[src/rtl/vga_timing_cfg.sv]
// Runtime-configurable VGA timing generator: counters, sync, blanking, DE and strobes, all registered.
// New timing is staged in a shadow set and switched in only at the frame wrap so a mode change never tears.
module vga_timing_cfg #(
   parameter int   CNT_W      = 11,
   parameter logic H_SYNC_POL = 1'b1,
   parameter logic V_SYNC_POL = 1'b1,
   parameter int   H_ACT_D    = 800,
   parameter int   H_SS_D     = 840,
   parameter int   H_SL_D     = 128,
   parameter int   H_TOT_D    = 1056,
   parameter int   V_ACT_D    = 600,
   parameter int   V_SS_D     = 601,
   parameter int   V_SL_D     = 4,
   parameter int   V_TOT_D    = 628
) (
   input  logic             clk,
   input  logic             rst,
   input  logic             ce,
   input  logic             cfg_valid,
   input  logic [CNT_W-1:0] cfg_h_act,
   input  logic [CNT_W-1:0] cfg_h_ss,
   input  logic [CNT_W-1:0] cfg_h_sl,
   input  logic [CNT_W-1:0] cfg_h_tot,
   input  logic [CNT_W-1:0] cfg_v_act,
   input  logic [CNT_W-1:0] cfg_v_ss,
   input  logic [CNT_W-1:0] cfg_v_sl,
   input  logic [CNT_W-1:0] cfg_v_tot,
   output logic [CNT_W-1:0] hcount,
   output logic [CNT_W-1:0] vcount,
   output logic             hsync,
   output logic             vsync,
   output logic             hblnk,
   output logic             vblnk,
   output logic             de,
   output logic             line_start,
   output logic             frame_start,
   output logic             cfg_pending,
   output logic             cfg_err
);

   typedef struct packed {
      logic [CNT_W-1:0] h_act;
      logic [CNT_W-1:0] h_ss;
      logic [CNT_W-1:0] h_sl;
      logic [CNT_W-1:0] h_tot;
      logic [CNT_W-1:0] v_act;
      logic [CNT_W-1:0] v_ss;
      logic [CNT_W-1:0] v_sl;
      logic [CNT_W-1:0] v_tot;
   } tim_t;

   localparam tim_t DEF_SET = '{
      h_act: CNT_W'(H_ACT_D), h_ss: CNT_W'(H_SS_D), h_sl: CNT_W'(H_SL_D), h_tot: CNT_W'(H_TOT_D),
      v_act: CNT_W'(V_ACT_D), v_ss: CNT_W'(V_SS_D), v_sl: CNT_W'(V_SL_D), v_tot: CNT_W'(V_TOT_D)
   };

   tim_t             act_q;
   tim_t             shd_q;
   tim_t             act_nx;
   tim_t             cfg_in;
   logic [CNT_W-1:0] h_nx;
   logic [CNT_W-1:0] v_nx;
   logic             wrap;
   logic             apply;
   logic             cfg_ok;
   logic             hs_on;
   logic             vs_on;
   logic [CNT_W:0]   h_end_cfg;
   logic [CNT_W:0]   v_end_cfg;
   logic [CNT_W:0]   hs_end;
   logic [CNT_W:0]   vs_end;

   assign cfg_in = '{
      h_act: cfg_h_act, h_ss: cfg_h_ss, h_sl: cfg_h_sl, h_tot: cfg_h_tot,
      v_act: cfg_v_act, v_ss: cfg_v_ss, v_sl: cfg_v_sl, v_tot: cfg_v_tot
   };

   // Next position and the timing set it will be judged against; outputs are derived from these
   // so that every registered output matches the registered position.
   always_comb begin
      h_nx = hcount;
      v_nx = vcount;
      wrap = 1'b0;
      if (ce) begin
         if (hcount == act_q.h_tot - 1'b1) begin
            h_nx = '0;
            if (vcount == act_q.v_tot - 1'b1) begin
               v_nx = '0;
               wrap = 1'b1;
            end else begin
               v_nx = vcount + 1'b1;
            end
         end else begin
            h_nx = hcount + 1'b1;
         end
      end
      apply  = wrap & cfg_pending;
      act_nx = apply ? shd_q : act_q;
   end

   // Sums carry one extra bit so ss+sl cannot wrap; tot always fits the field, so no upper check.
   always_comb begin
      h_end_cfg = {1'b0, cfg_h_ss} + {1'b0, cfg_h_sl};
      v_end_cfg = {1'b0, cfg_v_ss} + {1'b0, cfg_v_sl};
      cfg_ok    = (cfg_h_act != '0) && (cfg_h_act < cfg_h_ss) && (cfg_h_sl != '0) &&
                  (h_end_cfg <= {1'b0, cfg_h_tot}) &&
                  (cfg_v_act != '0) && (cfg_v_act < cfg_v_ss) && (cfg_v_sl != '0) &&
                  (v_end_cfg <= {1'b0, cfg_v_tot});
   end

   always_comb begin
      hs_end = {1'b0, act_nx.h_ss} + {1'b0, act_nx.h_sl};
      vs_end = {1'b0, act_nx.v_ss} + {1'b0, act_nx.v_sl};
      hs_on  = ({1'b0, h_nx} >= {1'b0, act_nx.h_ss}) && ({1'b0, h_nx} < hs_end);
      vs_on  = ({1'b0, v_nx} >= {1'b0, act_nx.v_ss}) && ({1'b0, v_nx} < vs_end);
   end

   always_ff @(posedge clk or posedge rst) begin
      if (rst) begin
         act_q       <= DEF_SET;
         shd_q       <= DEF_SET;
         hcount      <= CNT_W'(H_TOT_D - 1);
         vcount      <= CNT_W'(V_TOT_D - 1);
         hsync       <= ~H_SYNC_POL;
         vsync       <= ~V_SYNC_POL;
         hblnk       <= 1'b1;
         vblnk       <= 1'b1;
         de          <= 1'b0;
         line_start  <= 1'b0;
         frame_start <= 1'b0;
         cfg_pending <= 1'b0;
         cfg_err     <= 1'b0;
      end else begin
         act_q       <= act_nx;
         hcount      <= h_nx;
         vcount      <= v_nx;
         hsync       <= hs_on ? H_SYNC_POL : ~H_SYNC_POL;
         vsync       <= vs_on ? V_SYNC_POL : ~V_SYNC_POL;
         hblnk       <= (h_nx >= act_nx.h_act);
         vblnk       <= (v_nx >= act_nx.v_act);
         de          <= (h_nx < act_nx.h_act) && (v_nx < act_nx.v_act);
         line_start  <= (h_nx == '0);
         frame_start <= (h_nx == '0) && (v_nx == '0);
         cfg_err     <= cfg_valid & ~cfg_ok;
         // A load in the wrap cycle re-arms pending after the old shadow has just been applied.
         if (cfg_valid && cfg_ok) begin
            shd_q       <= cfg_in;
            cfg_pending <= 1'b1;
         end else if (apply) begin
            cfg_pending <= 1'b0;
         end
      end
   end

endmodule
[config.mk]
export PLATFORM = sky130hd
export DESIGN_NAME = vga_timing_cfg
export DESIGN_NICKNAME = d
export VERILOG_FILES = /design/src/rtl/vga_timing_cfg.sv
export SDC_FILE = /design/constraint.sdc
export NUM_CORES = 1
export LEC_CHECK = 0
export ABC_AREA = 0
export BUFFER_PORTS_ARGS = -buffer_cell sky130_fd_sc_hd__buf_2
export CAP_MARGIN = 0
export CORE_MARGIN = 5
export CORE_UTILIZATION = 35
export DETAILED_ROUTE_END_ITERATION = 10
export GPL_ROUTABILITY_DRIVEN = 0
export PLACE_DENSITY = 0.53
export SYNTH_ARGS = -nofsm -noshare
export SYNTH_HDL_FRONTEND = slang
export SYNTH_SLANG_ARGS = --single-unit
export TNS_END_PERCENT = 10
[constraint.sdc]
create_clock -name clk -period 10.75 [get_ports clk]
set_clock_uncertainty 0.1 [all_clocks]
set_input_delay 1.6125 -clock clk [delete_from_list [all_inputs] [get_ports clk]]
set_output_delay 1.6125 -clock clk [all_outputs]
set_load 0.01 [all_outputs]
==> results of run 1 <==
-- power by group through the flow --
stage               Combinational (W)  Clock [W]  Sequential [W]
floorplan                    0.000392          0         0.00109
global placement             0.000523          0         0.00114
detailed placement           0.000539          0         0.00114
CTS                          0.000543   0.000879         0.00113
global route                 0.000603   0.000913         0.00115
finish                       0.000537   0.000855         0.00112
-- worst max-delay path, delay by kind of cell (launching register included) --
family | cells | cell delay (ns)
flip-flops | 1 | 0.46
adder cells (fa/ha/maj) | 3 | 0.72
AND/OR/NAND/NOR | 9 | 2.51
XOR/XNOR | 1 | 0.10
AO/OA/AOI/OAI | 11 | 2.13
buffers and inverters | 2 | 0.55
multiplexers | 1 | 0.39
-- cell families after synthesis --
kind of cell             Yosys count  synth area share, %
AND/OR/NAND/NOR                  245                 10.2
AO/OA/AOI/OAI                    225                 11.1
flip-flops                       207                 39.3
multiplexers                     187                 15.5
adder cells (fa/ha/maj)          157                 14.8
buffers and inverters            145                 4.17
XOR/XNOR                          76                 4.97
-- sequential cells by signal, summed over array words and instances, names as in the netlist --
signal	cells
act_q	88
shd_q	88
hcount	11
vcount	11
cfg_err	1
cfg_pending	1
de	1
frame_start	1
hblnk	1
hsync	1
line_start	1
vblnk	1
vsync	1
-- final timing paths --
check                                  to  slack (ns)  cells after the start       from
worst max register to register      vsync        3.61                     27   act_q[0]
worst min register to register  act_q[81]        0.40                      2  act_q[81]
worst max-delay path                vsync        3.61                     27   act_q[0]
worst min-delay path            act_q[81]        0.40                      2  act_q[81]
max in group asynchronous       act_q[64]        8.12                      3        rst
min in group asynchronous        shd_q[3]        1.05                      2        rst
-- area by class of cell --
| cell class | count | share of cell area, % |
|---|---|---|
| clock buffers | 36 | 4.58 |
| clock inverters | 9 | 0.818 |
| inverters | 114 | 2.82 |
| multi-input cells | 890 | 49.1 |
| flip-flops and latches | 207 | 34.1 |
| well taps | 511 | 4.14 |
| repair buffers | 132 | 4.44 |
-- cell usage after synthesis (all sizes together) (4+ instances only) --
library cell | instances | area, sq um
inv | 114 | 428
o21bai | 7 | 52.6
nor4 | 20 | 138
nor3 | 23 | 120
or3 | 7 | 48.8
dfrtp | 143 | 3580
nand2 | 28 | 105
a2111oi | 6 | 77.6
xnor2 | 51 | 447
nor2 | 45 | 176
nand2b | 22 | 138
nor2b | 21 | 131
o21a | 28 | 211
o2bb2ai | 6 | 52.6
a31oi | 10 | 62.6
mux2 | 157 | 1770
o31ai | 8 | 65.1
ha | 153 | 1910
mux2i | 30 | 300
a21o | 18 | 135
a21oi | 49 | 245
o21ai | 58 | 290
buf | 11 | 55.1
a211oi | 7 | 52.6
nand3 | 24 | 130
and3 | 10 | 62.6
or2 | 4 | 25.0
xor2 | 25 | 219
clkbuf | 20 | 75.1
dfstp | 64 | 1680
nand4 | 22 | 138
or4 | 6 | 48.8
-- per-stage QoR --
stage / hold slack, ns / utilization [%] / area [sq um]
after floorplan: 0.357 / - / 13400
after global placement: 0.380 / 38.7 / 14600
after detailed placement: 0.387 / 38.7 / 14600
after CTS: 0.403 / 40.9 / 15400
after global routing: 0.415 / 40.9 / 15400
final: 0.396 / 40.9 / 15400
-- metal layers --
metal | share of wire (%) | global-route usage [%]
met1 | 51 | 26.6
met2 | 43 | 25.7
met3 | 4.2 | 2.79
met4 | 1.7 | 3.47
met5 | 0.035 | 0
==> impl_metrics.env, run 1 <==
export IMPL_rsz0062_at_grt="false"
export IMPL_dp_final_hpwl_um=28900
export IMPL_core_region_area_sq_um=37800
export IMPL_vias=9742
export IMPL_final_cell_count_no_fill=1899
export IMPL_final_hold_viol_count=0
export IMPL_cp_slowest_stage_delay_ns=0.60
export IMPL_multi_input_area_sq_um=7590
export IMPL_drtAntennaViolNets=0
export IMPL_seqCellArea_sq_um=5260
export IMPL_antenna_found_initial=1
export IMPL_area_growth_synth_to_final_pct=15.3
export IMPL_final_fill_count=3641
export IMPL_synthFlopType="dfrtp_1"
export IMPL_timing_critical_path_to_type="register"
export IMPL_cp_arrival_ns=7.43
export IMPL_ir_drop_uv=106
export IMPL_clock_root_buffer="clkbuf_16"
export IMPL_tns_ns=0
export IMPL_die_w_um=206
export IMPL_power_density_nw_per_um2=163
export IMPL_min_period_over_period_pct=66.5
export IMPL_ys_ff_latch=207
export IMPL_yosysWarnings=0
export IMPL_cts_tree="built"
export IMPL_ys_types=77
export IMPL_synthArstFlopShare_pct=100
export IMPL_firstDrtPassIters=5
export IMPL_crit_required_ns=11.04
export IMPL_combinationalPowerShare_pct=21.3
export IMPL_critPathKind="reg2reg"
export IMPL_sw_frac_of_total_pct=28.2
export IMPL_synth_area_sq_um=13400
export IMPL_synth_edf_count=0
export IMPL_htreeDepth=1
export IMPL_cts_num_sinks=207
export IMPL_post_route_drc_count=0
export IMPL_status="finished, final reports clean"
export IMPL_startpoint_type="register"
export IMPL_pre_cts_slack_ns=3.64
export IMPL_insertion_delay_ns=0.52
export IMPL_drv_cap=0
export IMPL_place_port_buffers=122
export IMPL_num_nets_final=1618
export IMPL_cp_max_fo=37
export IMPL_p_leak_nw=7.62
export IMPL_hp_class="reg2reg"
export IMPL_crit_top_cell="o21ai_0"
export IMPL_hold_buffers=0
export IMPL_clk_pin_slew_ns=0.06
export IMPL_drt_initial_drc_count=568
export IMPL_cts_setup_buffers=0
export IMPL_top_level_ports=123
export IMPL_drv_slew=0
export IMPL_rows=71
export IMPL_post_place_cells=1854
export IMPL_slowest_stage="or4_4"
export IMPL_drive_gt1_share_pct=29.8
export IMPL_cts_max_path_buffers=3
export IMPL_via_per_inst=5.13
export IMPL_start_util_pct=35.5
export IMPL_p_seq_share_pct=44.7
export IMPL_finalCriticalPeriod_ns=7.14
export IMPL_grt_max_degree=77
export IMPL_chipHeight_um=206
export IMPL_setup_violations=0
export IMPL_overflow=0
export IMPL_worst_slew_pin_transition_ns=1.00
export IMPL_fin_total_pwr_w=0.00251
export IMPL_clock_fmax_ghz=0.140
export IMPL_layout_common_cells="mux2_2 (156), ha_1 (153), dfrtp_1 (143)"
export IMPL_ys_seq_area_share_pct=39.3
export IMPL_wl_per_cell_um=19.4
export IMPL_syn_num_nets=1490
export IMPL_p_switching_w=0.000709
export IMPL_num_antenna_cells=0
export IMPL_cts_buffers=25
export IMPL_die_area_sq_um=42300
export IMPL_final_common_cell="mux2_2"
export IMPL_cts_resized=0
export IMPL_final_setup_worst_slack_ns=3.61
export IMPL_grt_pass1_wl_um=57900
export IMPL_max_slew_margin_rel_pct=32.7
export IMPL_grt_pass1_vias=9810
export IMPL_postSynthCellCount=1242
export IMPL_track_usage_pct=17.3
export IMPL_internal_power_w=0.00181
export IMPL_p_clk_share_pct=34.0
export IMPL_wl_um=36700
export IMPL_synth_area_per_cell_sq_um=10.8
(Power assumes the default switching activity.)
==> run 2, diff against run 1 <==
Settings changed: ABC_AREA 0 to 1, PLACE_DENSITY 0.53 to 0.55.
Clock period 10.75 ns to 5.9 ns, I/O delays scaled along.
==> run 2 against run 1 <==
Final cell count is 29% higher. Hold slack got worse by 0.035 ns. Register-to-register slack got worse by 2.7 ns. Setup slack lost 2.7 ns. Global-route usage is 0.81 points higher. Non-clock buffer count up 5. Critical endpoint is now hsync. First-iteration DRC count is 39% higher. Maximum frequency rose by 42%. Combinational power grew 130%.
==> impl_metrics.env, run 2 <==
export IMPL_synthTopCellsByCount="nand2_1 (587), inv_1 (233), nand3_1 (167)"
export IMPL_postSynthCellCount=1807
export IMPL_p_clk_share_pct=31.3
export IMPL_vias=12000
export IMPL_ys_types=51
export IMPL_ir_drop_uv=174
export IMPL_post_route_drc_count=0
export IMPL_power_density_nw_per_um2=307
export IMPL_grt_pass1_vias=11800
export IMPL_hold_buffers=0
export IMPL_post_place_cells=2412
export IMPL_grt_max_degree=123
export IMPL_final_cell_count_no_fill=2456
export IMPL_track_usage_pct=18.1
export IMPL_syn_num_nets=2055
export IMPL_die_w_um=208
export IMPL_dp_final_hpwl_um=30900
export IMPL_cts_num_sinks=207
export IMPL_num_nets_final=2168
export IMPL_drive_gt1_share_pct=14.4
export IMPL_place_port_buffers=122
export IMPL_post_dp_cell_area_sq_um=14900
export IMPL_hold_worst_slack_ns=0.361
export IMPL_tns_ns=0
export IMPL_synth_area_sq_um=13700
export IMPL_synth_most_common_cell="nand2_1"
export IMPL_clk_pin_slew_ns=0.07
export IMPL_yosysTopAreaCell="dfrtp_1"
export IMPL_cts_buffers=24
export IMPL_drtAntennaViolNets=0
export IMPL_cp_slowest_stage_delay_ns=0.34
export IMPL_max_slew_margin_rel_pct=30.2
export IMPL_critPathKind="reg2reg"
export IMPL_num_antenna_cells=0
export IMPL_finalCriticalPeriod_ns=5.03
export IMPL_seqCellArea_sq_um=5260
export IMPL_synth_area_leaders="dfrtp_1 (26%), nand2_1 (16%), ha_1 (14%), dfstp_2 (12%), inv_1 (6.4%)"
export IMPL_synth_top_cell_area_share_pct=26.0
export IMPL_die_area_sq_um=43300
export IMPL_cts_max_path_buffers=3
export IMPL_ys_ff_latch=207
export IMPL_cts_setup_buffers=0
export IMPL_combinationalPowerShare_pct=25.1
export IMPL_area_growth_synth_to_final_pct=14.6
export IMPL_setup_violations=0
export IMPL_drv_slew=0
export IMPL_startpoint_type="register"
export IMPL_start_util_pct=35.5
export IMPL_drt_initial_drc_count=790
export IMPL_yosysWarnings=0
export IMPL_crit_required_ns=6.23
export IMPL_min_period_over_period_pct=85.3
export IMPL_clock_root_buffer="clkbuf_16"
export IMPL_drv_cap=0
export IMPL_wl_per_cell_um=16.3
export IMPL_status="finished, final reports clean"
export IMPL_synthArstFlopShare_pct=100
export IMPL_firstDrtPassIters=5
export IMPL_slowest_stage="dfrtp_1"
export IMPL_reg_top3="act_q: 88 flops, shd_q: 88 flops"
export IMPL_htreeDepth=1
export IMPL_p_seq_share_pct=43.6
export IMPL_core_region_area_sq_um=38700
export IMPL_whs_path_depth=2
export IMPL_multi_input_area_sq_um=7360
export IMPL_insertion_delay_ns=0.52
export IMPL_timing_critical_path_to_type="register"
export IMPL_layout_common_cells="nand2_1 (587), inv_1 (232), nand3_1 (167)"
export IMPL_antenna_found_initial=0
export IMPL_final_fill_count=4073
export IMPL_overflow=0
export IMPL_synthFlopType="dfrtp_1"
export IMPL_rr_worst_depth=34
export IMPL_cts_resized=0
export IMPL_cp_max_fo=47
export IMPL_cts_tree="built"
export IMPL_rows=72
export IMPL_chipHeight_um=208
export IMPL_synth_area_per_cell_sq_um=7.61
export IMPL_clock_fmax_ghz=0.199
export IMPL_wl_um=39900
export IMPL_rsz0062_at_grt="false"
export IMPL_ys_seq_area_share_pct=38.3
export IMPL_final_hold_viol_count=0
export IMPL_sw_frac_of_total_pct=33.9
export IMPL_final_common_cell="nand2_1"
export IMPL_cp_arrival_ns=5.36
export IMPL_crit_top_cell="nand2_1"
export IMPL_hp_class="reg2reg"
export IMPL_fin_area_sq_um=15700
export IMPL_worst_slew_pin_transition_ns=1.05
export IMPL_via_per_inst=4.87
export IMPL_p_leak_nw=8.52
export IMPL_top_level_ports=123
export IMPL_p_switching_w=0.00164
export IMPL_synth_edf_count=0
export IMPL_grt_pass1_wl_um=64600
export IMPL_internal_power_w=0.00320
-- run 2: stage by stage --
stage / total power [W] / setup slack (ns) / utilization (%)
6_report: 0.00484 / 0.869 / 40.6
5_1_grt: 0.00516 / 0.194 / 40.6
4_1_cts: 0.00489 / 0.855 / 40.6
3_5_place_dp: 0.00335 / 0.496 / 38.6
3_3_place_gp: 0.00330 / 0.626 / 38.6
2_1_floorplan: 0.00284 / 1.08 / -
-- run 2: layout make-up --
class,instances,share of cell area (%)
multi-input cells,1307,46.7
clock buffers,36,4.49
flip-flops and latches,207,33.4
inverters,243,5.82
repair buffers,137,4.83
clock inverters,8,0.604
well taps,518,4.12
-- run 2: logic make-up (layout without fill, tap and decap cells) --
kind of cell | count (synthesis) | in the layout | synth area share (%)
xor gates and xnor gates | 46 | 46 | 2.93
AOI/OAI and AO/OA | 191 | 191 | 8.12
buffers and inverters | 293 | 424 | 8.19
DFF | 207 | 207 | 38.3
and+or+nand+nor | 914 | 914 | 28.1
adders and majority gates | 156 | 156 | 14.4
-- run 2: path summary, 6_finish.rpt --
check,startpoint,endpoint,slack (ns)
max,act_q[44],hsync,0.87
min,shd_q[25],shd_q[25],0.36
max reg2reg,act_q[44],hsync,0.87
min reg2reg,shd_q[25],shd_q[25],0.36
max in group asynchronous,rst,hcount[7],4.16
min in group asynchronous,rst,shd_q[12],0.45
-- run 2: layer usage --
layer  up-vias  routed length, um  GRT usage (%)
met4         0                657           3.51
met2       276              15800           25.8
li1       6062                  -              -
met5         -                  0              0
met1      5587              21700           29.4
met3        44               1800           2.05
-- run 2: power by group through the flow --
| stage | logic (W) | clock network, W | registers [W] |
|---|---|---|---|
| floorplan | 0.000810 | 0 | 0.00203 |
| global placement | 0.00118 | 0 | 0.00212 |
| detailed placement | 0.00122 | 0 | 0.00213 |
| CTS | 0.00122 | 0.00156 | 0.00211 |
| global route | 0.00140 | 0.00160 | 0.00215 |
| finish | 0.00121 | 0.00151 | 0.00211 |
-- run 2: worst max-delay path: cells and delay by family, from the launching register on --
kind                     cells  cell delay, ns
AO/OA/AOI/OAI                4            0.72
XOR/XNOR                     1            0.20
adder cells (fa/ha/maj)      3            0.87
buffers and inverters        6            0.83
flip-flops                   1            0.34
AND/OR/NAND/NOR             20            1.82
==> run 3, diff against run 2 <==
Settings changed: CORE_UTILIZATION 35 to 45, CTS_CLUSTER_SIZE set to 16, PLACE_DENSITY 0.55 to 0.66.
==> run 3 against run 2 <==
Die area is 21% lower. Utilization is 11 points higher. Clock power hardly changed. Sequential power hardly changed. Combinational power hardly changed. Non-clock buffer count stayed put. Maximum frequency is 6.8% lower. First-iteration DRC count is 26% higher. Register-to-register slack worse by 0.37 ns. Critical path depth is 5 lower. Clock-buffer cell count is 7 lower. Global-route usage is 4.0 points higher. Critical path type unchanged. Critical endpoint is now vsync.
==> impl_metrics.env, run 3 (synthesis results as in run 2) <==
export IMPL_status="finished, final reports clean"
export IMPL_final_hold_viol_count=0
export IMPL_power_density_nw_per_um2=306
export IMPL_cts_tree="built"
export IMPL_path_buf_inv=3
export IMPL_critPathKind="reg2reg"
export IMPL_p_seq_share_pct=44.0
export IMPL_post_dp_cell_area_sq_um=14800
export IMPL_drt_initial_drc_count=995
export IMPL_internal_power_w=0.00316
export IMPL_num_antenna_cells=0
export IMPL_place_port_buffers=122
export IMPL_fin_area_sq_um=15600
export IMPL_setup_violations=0
export IMPL_cts_buffers=23
export IMPL_p_switching_w=0.00160
export IMPL_reg_top3="act_q: 88 flops, shd_q: 88 flops"
export IMPL_pre_cts_slack_ns=0.629
export IMPL_timing_critical_path_to_type="register"
export IMPL_fin_total_pwr_w=0.00477
export IMPL_combinationalPowerShare_pct=24.9
export IMPL_p_leak_nw=8.51
export IMPL_sw_frac_of_total_pct=33.7
export IMPL_crit_top_cell="nand2_1"
export IMPL_dp_final_hpwl_um=29000
export IMPL_p_clk_share_pct=31.1
export IMPL_drv_slew=0
export IMPL_wl_per_cell_um=16.1
export IMPL_vias=12100
export IMPL_num_nets_final=2167
export IMPL_cp_max_fo=15
export IMPL_slowest_stage="ha_1"
export IMPL_tns_ns=0
export IMPL_layout_common_cells="nand2_1 (587), inv_1 (232), nand3_1 (167)"
export IMPL_insertion_delay_ns=0.51
export IMPL_die_w_um=185
export IMPL_start_util_pct=45.3
export IMPL_crit_required_ns=6.22
export IMPL_worst_slew_pin_transition_ns=0.984
export IMPL_area_growth_synth_to_final_pct=13.2
export IMPL_wl_um=37600
export IMPL_final_setup_worst_slack_ns=0.500
export IMPL_clock_root_buffer="clkbuf_16"
export IMPL_track_usage_pct=22.1
export IMPL_cts_resized=0
export IMPL_post_route_util_pct=51.2
export IMPL_drtAntennaViolNets=0
export IMPL_drv_cap=0
export IMPL_cp_arrival_ns=5.72
export IMPL_cts_setup_buffers=0
export IMPL_ir_drop_uv=164
export IMPL_grt_pass1_wl_um=61400
export IMPL_antenna_found_initial=0
export IMPL_top_level_ports=123
export IMPL_drive_gt1_share_pct=14.5
export IMPL_rows=64
export IMPL_hold_buffers=0
export IMPL_clock_fmax_ghz=0.185
export IMPL_clk_pin_slew_ns=0.06
export IMPL_overflow=0
export IMPL_firstDrtPassIters=7
export IMPL_final_common_cell="nand2_1"
export IMPL_cp_top_family="compound AO/OA/AOI/OAI gates"
export IMPL_cts_num_sinks=207
export IMPL_grt_max_degree=101
export IMPL_startpoint_type="register"
export IMPL_rsz0062_at_grt="false"
export IMPL_finalCriticalPeriod_ns=5.40
export IMPL_cp_slowest_stage_delay_ns=0.46
export IMPL_chipHeight_um=185
export IMPL_cts_max_path_buffers=3
export IMPL_hp_class="reg2reg"
export IMPL_htreeDepth=1
export IMPL_max_slew_margin_rel_pct=33.7
export IMPL_die_area_sq_um=34100
export IMPL_post_route_drc_count=0
export IMPL_via_per_inst=5.20
export IMPL_grt_pass1_vias=11700
export IMPL_min_period_over_period_pct=91.5
export IMPL_core_region_area_sq_um=30300
run 3: cell count changes in the layout (fill, tap and decap cells not counted):
cell / previous run / this run
clkinv_4: 0 / 4
clkbuf_1: 7 / 4
clkbuf_16: 25 / 23
clkbuf_8: 4 / 2
clkinvlp_4: 3 / 1
buf_12: 3 / 2
buf_4: 12 / 13
bufinv_16: 2 / 3
inv_8: 0 / 1
run 3: final timing paths:
| path | startpoint | end | slack, ns | cells past startpoint |
|---|---|---|---|---|
| setup / recovery | act_q[45] | vsync | 0.50 | 29 |
| max in group asynchronous | rst | act_q[7] | 4.00 | 4 |
| hold / removal | shd_q[75] | shd_q[75] | 0.36 | 2 |
| setup reg to reg | act_q[45] | vsync | 0.50 | 29 |
| min in group asynchronous | rst | act_q[15] | 0.47 | 3 |
| hold reg to reg | shd_q[75] | shd_q[75] | 0.36 | 2 |
run 3: per-layer routing:
metal	track usage (%)	routed length, um	up-vias
li1	-	-	6053
met1	36.3	19800	5682
met2	31.6	15100	350
met3	2.59	2130	45
met4	3.73	549	0
met5	0	0	-
run 3: stage by stage:
stage,instances,hold slack (ns)
floorplan,1807,0.334
global placement,2290,0.350
detailed placement,2290,0.353
CTS,2331,0.362
global route,2331,0.375
finish,2331,0.360
run 3: worst min-delay path, stage by stage (launching register included):
cell	delay, ns
dfstp_2	0.37
nand2_1	0.05
nand2_1	0.04
run 3: final cells by class:
class,instances,area [sq um]
fill,2966,14800
multi-input combinational,1307,7360
sequential,207,5260
inverter,243,916
timing repair buffer,137,748
clock buffer,29,618
tap,396,495
clock inverter,12,156
run 3: power by group through the flow:
stage               registers, W  logic (W)  clock network (W)
floorplan                0.00203   0.000810                  0
global placement         0.00211    0.00113                  0
detailed placement       0.00211    0.00119                  0
CTS                      0.00209    0.00120            0.00151
global route             0.00213    0.00138            0.00157
finish                   0.00210    0.00119            0.00148
